<file path="src/rtl/seg_serial_shifter.sv">
// seg_serial_shifter: shifts a captured segment frame into the external
// display shift-register chain, then strobes the parallel latch.
// Optional feature macro: SEG_AUTO_REFRESH_EN (periodic self-started frames).
module seg_serial_shifter #(
    parameter int WIDTH       = 64,
    parameter int DIV         = 2,
    parameter int REFRESH_GAP = 1024
) (
    input  logic             clk,
    input  logic             rst_n,
    input  logic             start,
    input  logic [WIDTH-1:0] seg_txt,
    output logic             sclk,
    output logic             sdata,
    output logic             sclr_n,
    output logic             latch,
    output logic             busy,
    output logic             done
);

    localparam int              BW       = (WIDTH > 1) ? $clog2(WIDTH) : 1;
    localparam logic [7:0]      DIV_LAST = 8'(DIV - 1);
    localparam logic [BW-1:0]   BIT_LAST = BW'(WIDTH - 1);

    localparam logic [1:0] S_IDLE  = 2'd0;
    localparam logic [1:0] S_SHIFT = 2'd1;
    localparam logic [1:0] S_LATCH = 2'd2;

    if (DIV < 1 || DIV > 255) begin : g_bad_div
        $error("seg_serial_shifter: DIV must be within 1..255");
    end

    if (REFRESH_GAP < 1) begin : g_bad_gap
        $error("seg_serial_shifter: REFRESH_GAP must be at least 1");
    end

    logic [1:0]       state;
    logic [1:0]       state_nx;
    logic [7:0]       div_cnt;
    logic [BW-1:0]    bit_cnt;
    logic [WIDTH-1:0] shadow;
    logic [WIDTH-1:0] shadow_sh;

    logic auto_go;
    logic frame_go;
    logic div_end;
    logic low_end;
    logic high_end;
    logic last_bit;
    logic latch_end;

    // Shadow shifted by one: its MSB is the next bit to present on sdata.
    assign shadow_sh = shadow << 1;

`ifdef SEG_AUTO_REFRESH_EN
    localparam int            IW        = $clog2(REFRESH_GAP + 1);
    localparam logic [IW-1:0] IDLE_LAST = IW'(REFRESH_GAP - 1);

    logic [IW-1:0] idle_cnt;

    // Count consecutive idle cycles; any frame start restarts the count.
    always_ff @(posedge clk or negedge rst_n) begin
        if (!rst_n) begin
            idle_cnt <= '0;
        end else if (state != S_IDLE || frame_go) begin
            idle_cnt <= '0;
        end else begin
            idle_cnt <= idle_cnt + 1'b1;
        end
    end

    assign auto_go = (state == S_IDLE) && (idle_cnt == IDLE_LAST);
`else
    assign auto_go = 1'b0;
`endif

    // Decode the timing events shared by the datapath registers.
    always_comb begin
        frame_go  = (state == S_IDLE) && (start || auto_go);
        div_end   = (div_cnt == DIV_LAST);
        low_end   = (state == S_SHIFT) && div_end && !sclk;
        high_end  = (state == S_SHIFT) && div_end && sclk;
        last_bit  = (bit_cnt == BIT_LAST);
        latch_end = (state == S_LATCH) && div_end;
    end

    // Frame sequencing: idle -> shift all bits -> hold latch -> idle.
    always_comb begin
        state_nx = state;
        unique case (state)
            S_IDLE: begin
                if (frame_go) begin
                    state_nx = S_SHIFT;
                end
            end
            S_SHIFT: begin
                if (high_end && last_bit) begin
                    state_nx = S_LATCH;
                end
            end
            S_LATCH: begin
                if (latch_end) begin
                    state_nx = S_IDLE;
                end
            end
            default: begin
                state_nx = S_IDLE;
            end
        endcase
    end

    // State register.
    always_ff @(posedge clk or negedge rst_n) begin
        if (!rst_n) begin
            state <= S_IDLE;
        end else begin
            state <= state_nx;
        end
    end

    // Half-period divider; parked at zero while idle.
    always_ff @(posedge clk or negedge rst_n) begin
        if (!rst_n) begin
            div_cnt <= '0;
        end else if (state == S_IDLE || div_end) begin
            div_cnt <= '0;
        end else begin
            div_cnt <= div_cnt + 1'b1;
        end
    end

    // Bit counter advances on every falling edge of sclk.
    always_ff @(posedge clk or negedge rst_n) begin
        if (!rst_n) begin
            bit_cnt <= '0;
        end else if (frame_go) begin
            bit_cnt <= '0;
        end else if (high_end) begin
            bit_cnt <= bit_cnt + 1'b1;
        end
    end

    // Capture the frame and present bits MSB first, changing on sclk fall.
    always_ff @(posedge clk or negedge rst_n) begin
        if (!rst_n) begin
            shadow <= '0;
            sdata  <= 1'b0;
        end else if (frame_go) begin
            shadow <= seg_txt;
            sdata  <= seg_txt[WIDTH-1];
        end else if (high_end) begin
            shadow <= shadow_sh;
            sdata  <= shadow_sh[WIDTH-1];
        end
    end

    // Shift clock: rises after the low half, falls after the high half.
    always_ff @(posedge clk or negedge rst_n) begin
        if (!rst_n) begin
            sclk <= 1'b0;
        end else if (low_end) begin
            sclk <= 1'b1;
        end else if (high_end) begin
            sclk <= 1'b0;
        end
    end

    // Latch strobe spans DIV cycles after the final shift clock fall.
    always_ff @(posedge clk or negedge rst_n) begin
        if (!rst_n) begin
            latch <= 1'b0;
        end else if (high_end && last_bit) begin
            latch <= 1'b1;
        end else if (latch_end) begin
            latch <= 1'b0;
        end
    end

    // Busy covers the whole frame; done pulses as the frame closes.
    always_ff @(posedge clk or negedge rst_n) begin
        if (!rst_n) begin
            busy <= 1'b0;
            done <= 1'b0;
        end else begin
            done <= latch_end;
            if (frame_go) begin
                busy <= 1'b1;
            end else if (latch_end) begin
                busy <= 1'b0;
            end
        end
    end

    // Release the external chain clear on the first edge out of reset.
    always_ff @(posedge clk or negedge rst_n) begin
        if (!rst_n) begin
            sclr_n <= 1'b0;
        end else begin
            sclr_n <= 1'b1;
        end
    end

endmodule
</file>
<file path="config.mk">
export PLATFORM = sky130hd
export DESIGN_NAME = seg_serial_shifter
export DESIGN_NICKNAME = d
export VERILOG_FILES = /design/src/rtl/seg_serial_shifter.sv
export SDC_FILE = /design/constraint.sdc
export NUM_CORES = 1
export LEC_CHECK = 0
export CORE_MARGIN = 3
export CORE_UTILIZATION = 35
export DETAILED_ROUTE_END_ITERATION = 16
export HOLD_SLACK_MARGIN = 0.02
export SYNTH_ARGS = -nofsm -noshare
export SYNTH_HDL_FRONTEND = slang
export SYNTH_SLANG_ARGS = --single-unit
</file>
<file path="constraint.sdc">
create_clock -name clk -period 3.18 [get_ports clk]
set_input_delay 0.318 -clock clk [delete_from_list [all_inputs] [get_ports clk]]
set_output_delay 0.318 -clock clk [all_outputs]
set_load 0.02 [all_outputs]
</file>
==> qor.yml <==
grt_usage_pct: 14.3
drt_wl_total_um: 8370
powerDensity_nw_per_um2: 767
clkSlewWorstSetupHoldPaths_ps: 90
vias: 3158
die_h_um: 110
intPower_mw: 2.48
htreeDepth: 3
netlist_area_um2: 3790
yosysWarnings: 0
crit_arrival_ps: 2450
combPwrFrac_pct: 28.0
worstMarginPinSlew_ps: 937
required_ps: 3470
drive_above_1_share_pct: 5.54
cp_slowest_cell: "dfrtp_1"
start_util_pct: 36.4
max_freq_ghz: 0.464
ios: 73
min_period_ps: 2160
fin_tns_setup_ps: 0
fill_cells: 1022
post_cts_buffers: 0
path_class: "reg2reg"
rows: 37
nets: 570
total_power_mw: 3.72
overflow: 0
hold_buffers: 0
insertion_delay_ps: 350
crit_buf_inv: 2
multi_input_area_um2: 1540
core-area_um2: 10400
p_sw_mw: 1.23
diodes: 0
slew_headroom_pct: 37.5
ys_seq_area_share_pct: 56.1
area_delta_synth_final_pct: 27.8
cts_resized: 0
yosys.area.top_type_share_pct: 56.1
via_per_inst: 4.93
max_stage_delay_ps: 420
synthDistinctLibCells: 29
cts_tree: "done"
rsz0062_at_grt: "false"
drt_first_pass_iters: 4
syn-num-nets: 509
antenna_left: 0
p_clk_share_pct: 20.9
dr.first_iter.drc_count: 197
drv_cap: 0
clock_sinks: 85
synth-seq-cells: 85
crit_family: "simple AND/OR/NAND/NOR gates"
yosys.area.top_type: "dfrtp_1"
seqPwrFrac_pct: 51.1
first_global_vias: 2876
hold_violations: 0
cp-end-kind: "flip-flop"
post_drt_wl_per_cell_um: 13.1
regArea_um2: 2130
clockRootBuffer: "clkbuf_8"
post-route-util_pct: 46.5
cts.path.max_buffers: 2
final-setup-viol-count: 0
cp_cell_sequence: "inv_1 -> ha_1 -> nor4b_4 -> nand3_4 -> buf_4 -> xor2_1 -> nor2_1"
slew_violations: 0
startpoint_type: "flip-flop"
drc: 0
synth.area.top_cells: "dfrtp_1 (56%), nand2_1 (14%), a31oi_1 (10%)"
cts_made_buffers: 9
antenna_found_initial: 0
min_period_over_period_pct: 67.8
sw_frac_of_total_pct: 33.2
gp_congestion: 0.753
port_buffers: 72
status: "finished, final reports clean"
grt_pass1_wl_um: 13800
clock_skew_ps: 9.26
power.leakage_nw: 2.07
synth_cells: 439
hold_class: "in2async"
vdd_drop_max_mv: 0.381
hpwl_um: 5380
grt_max_degree: 73
die_width_um: 110
avgSynthCellArea_um2: 8.64
die-area_um2: 12100
cp_max_fo: 50
## Yosys cell counts
cell      count
dfrtp_1      85
or4_1         2
inv_1         3
nand3_1       8
ha_1          3
buf_4         1
clkbuf_1     19
o211ai_1      2
xor2_1        4
xnor2_1       5
nor3_1        3
conb_1        1
a21oi_1       1
nor4b_4       1
or3_1         2
a21o_1        1
and2_1        1
nand3_2       1
a31oi_1      63
buf_2         9
and3b_1       1
a31o_2        1
nand4_1       2
and3_1        1
nand2_1     137
nor2_1       79
o21ai_1       1
mux2i_1       1
o21ai_0       1
## placed cells by master, fill, tap and decap left out, types with 2 or more instances in the layout
cell type        instances
nand4_1                  2
clkdlybuf4s50_1         71
or3_1                    2
clkbuf_8                 9
nand3_1                  8
or4_1                    2
nand2_1                136
nor3_1                   3
clkinvlp_4               3
dfrtp_1                 85
xnor2_1                  5
xor2_1                   4
inv_1                    3
o211ai_1                 2
ha_1                     3
buf_12                   2
buf_4                    6
nor2_1                  79
a31oi_1                 63
## power groups by stage
stage	Combinational (mW)	Sequential, mW	Clock (mW)
after CTS	1.06	1.90	0.799
after global routing	1.21	1.97	0.842
after global placement	1.02	1.91	0
after detailed placement	1.05	1.91	0
final	1.04	1.90	0.775
after floorplan	0.754	1.87	0
## registers in the layout, indices dropped and copies added (netlist names)
name and count:
bit_cnt 6, sclr_n 1, latch 1, div_cnt 8
sdata 1, done 1, shadow 63, state 2
sclk 1, busy 1
## routing by layer
metal	GRT usage, %	part of all wire (%)	vias up
met5	0	0	-
met4	4.49	1.6	0
met3	3.96	4.9	10
met2	21.4	45	53
met1	20.3	48	1512
li1	-	-	1583
## metrics by stage
stage | worst slack [ps] | hold slack, ps | instance area, um^2 | std cells
final | 1020 | 56.4 | 4850 | 641
after global routing | 772 | 136 | 4850 | 641
after CTS | 992 | 128 | 4850 | 641
after detailed placement | 1060 | 470 | 4650 | 625
after global placement | 1110 | 464 | 4650 | 625
after floorplan | 1530 | 22.4 | 3790 | 439
## worst paths after layout
kind | to | from | cells past startpoint | slack (ps)
setup reg to reg | bit_cnt[0] | div_cnt[1] | 7 | 1020
min in group clk | latch | latch | 1 | 480
hold reg to reg | latch | latch | 1 | 480
max in group asynchronous | shadow[30] | rst_n | 2 | 2360
setup / recovery | bit_cnt[0] | div_cnt[1] | 7 | 1020
hold / removal | shadow[13] | rst_n | 1 | 60
## final cells by class
class / count / share of cell area [%]
clock buffer: 10 / 2.63
clock inverter: 6 / 1.50
inverter: 3 / 0.232
multi-input combinational: 322 / 31.8
sequential: 85 / 43.9
tap: 136 / 3.51
timing repair buffer: 79 / 16.4
## kinds of logic (layout without fill, tap and decap cells)
| kind of cell | after synthesis | in the layout | share of synthesized area, % |
|---|---|---|---|
| DFF | 85 | 85 | 56.1 |
| adders and majority gates | 3 | 3 | 0.990 |
| AOI/OAI and AO/OA | 70 | 70 | 11.6 |
| other | 1 | 1 | 0.0988 |
| muxes | 1 | 1 | 0.264 |
| xor gates and xnor gates | 9 | 9 | 2.08 |
| and+or+nand+nor | 238 | 238 | 25.3 |
| buffers and inverters | 32 | 98 | 3.56 |
## worst reg2reg max path, delay by kind of cell (launching register included)
kind	cells	cell delay, ps
xor gates and xnor gates	1	210
buffers and inverters	2	490
adders and majority gates	1	140
and+or+nand+nor	3	830
DFF	1	420
Note: power is estimated with default switching activity, not from simulation.
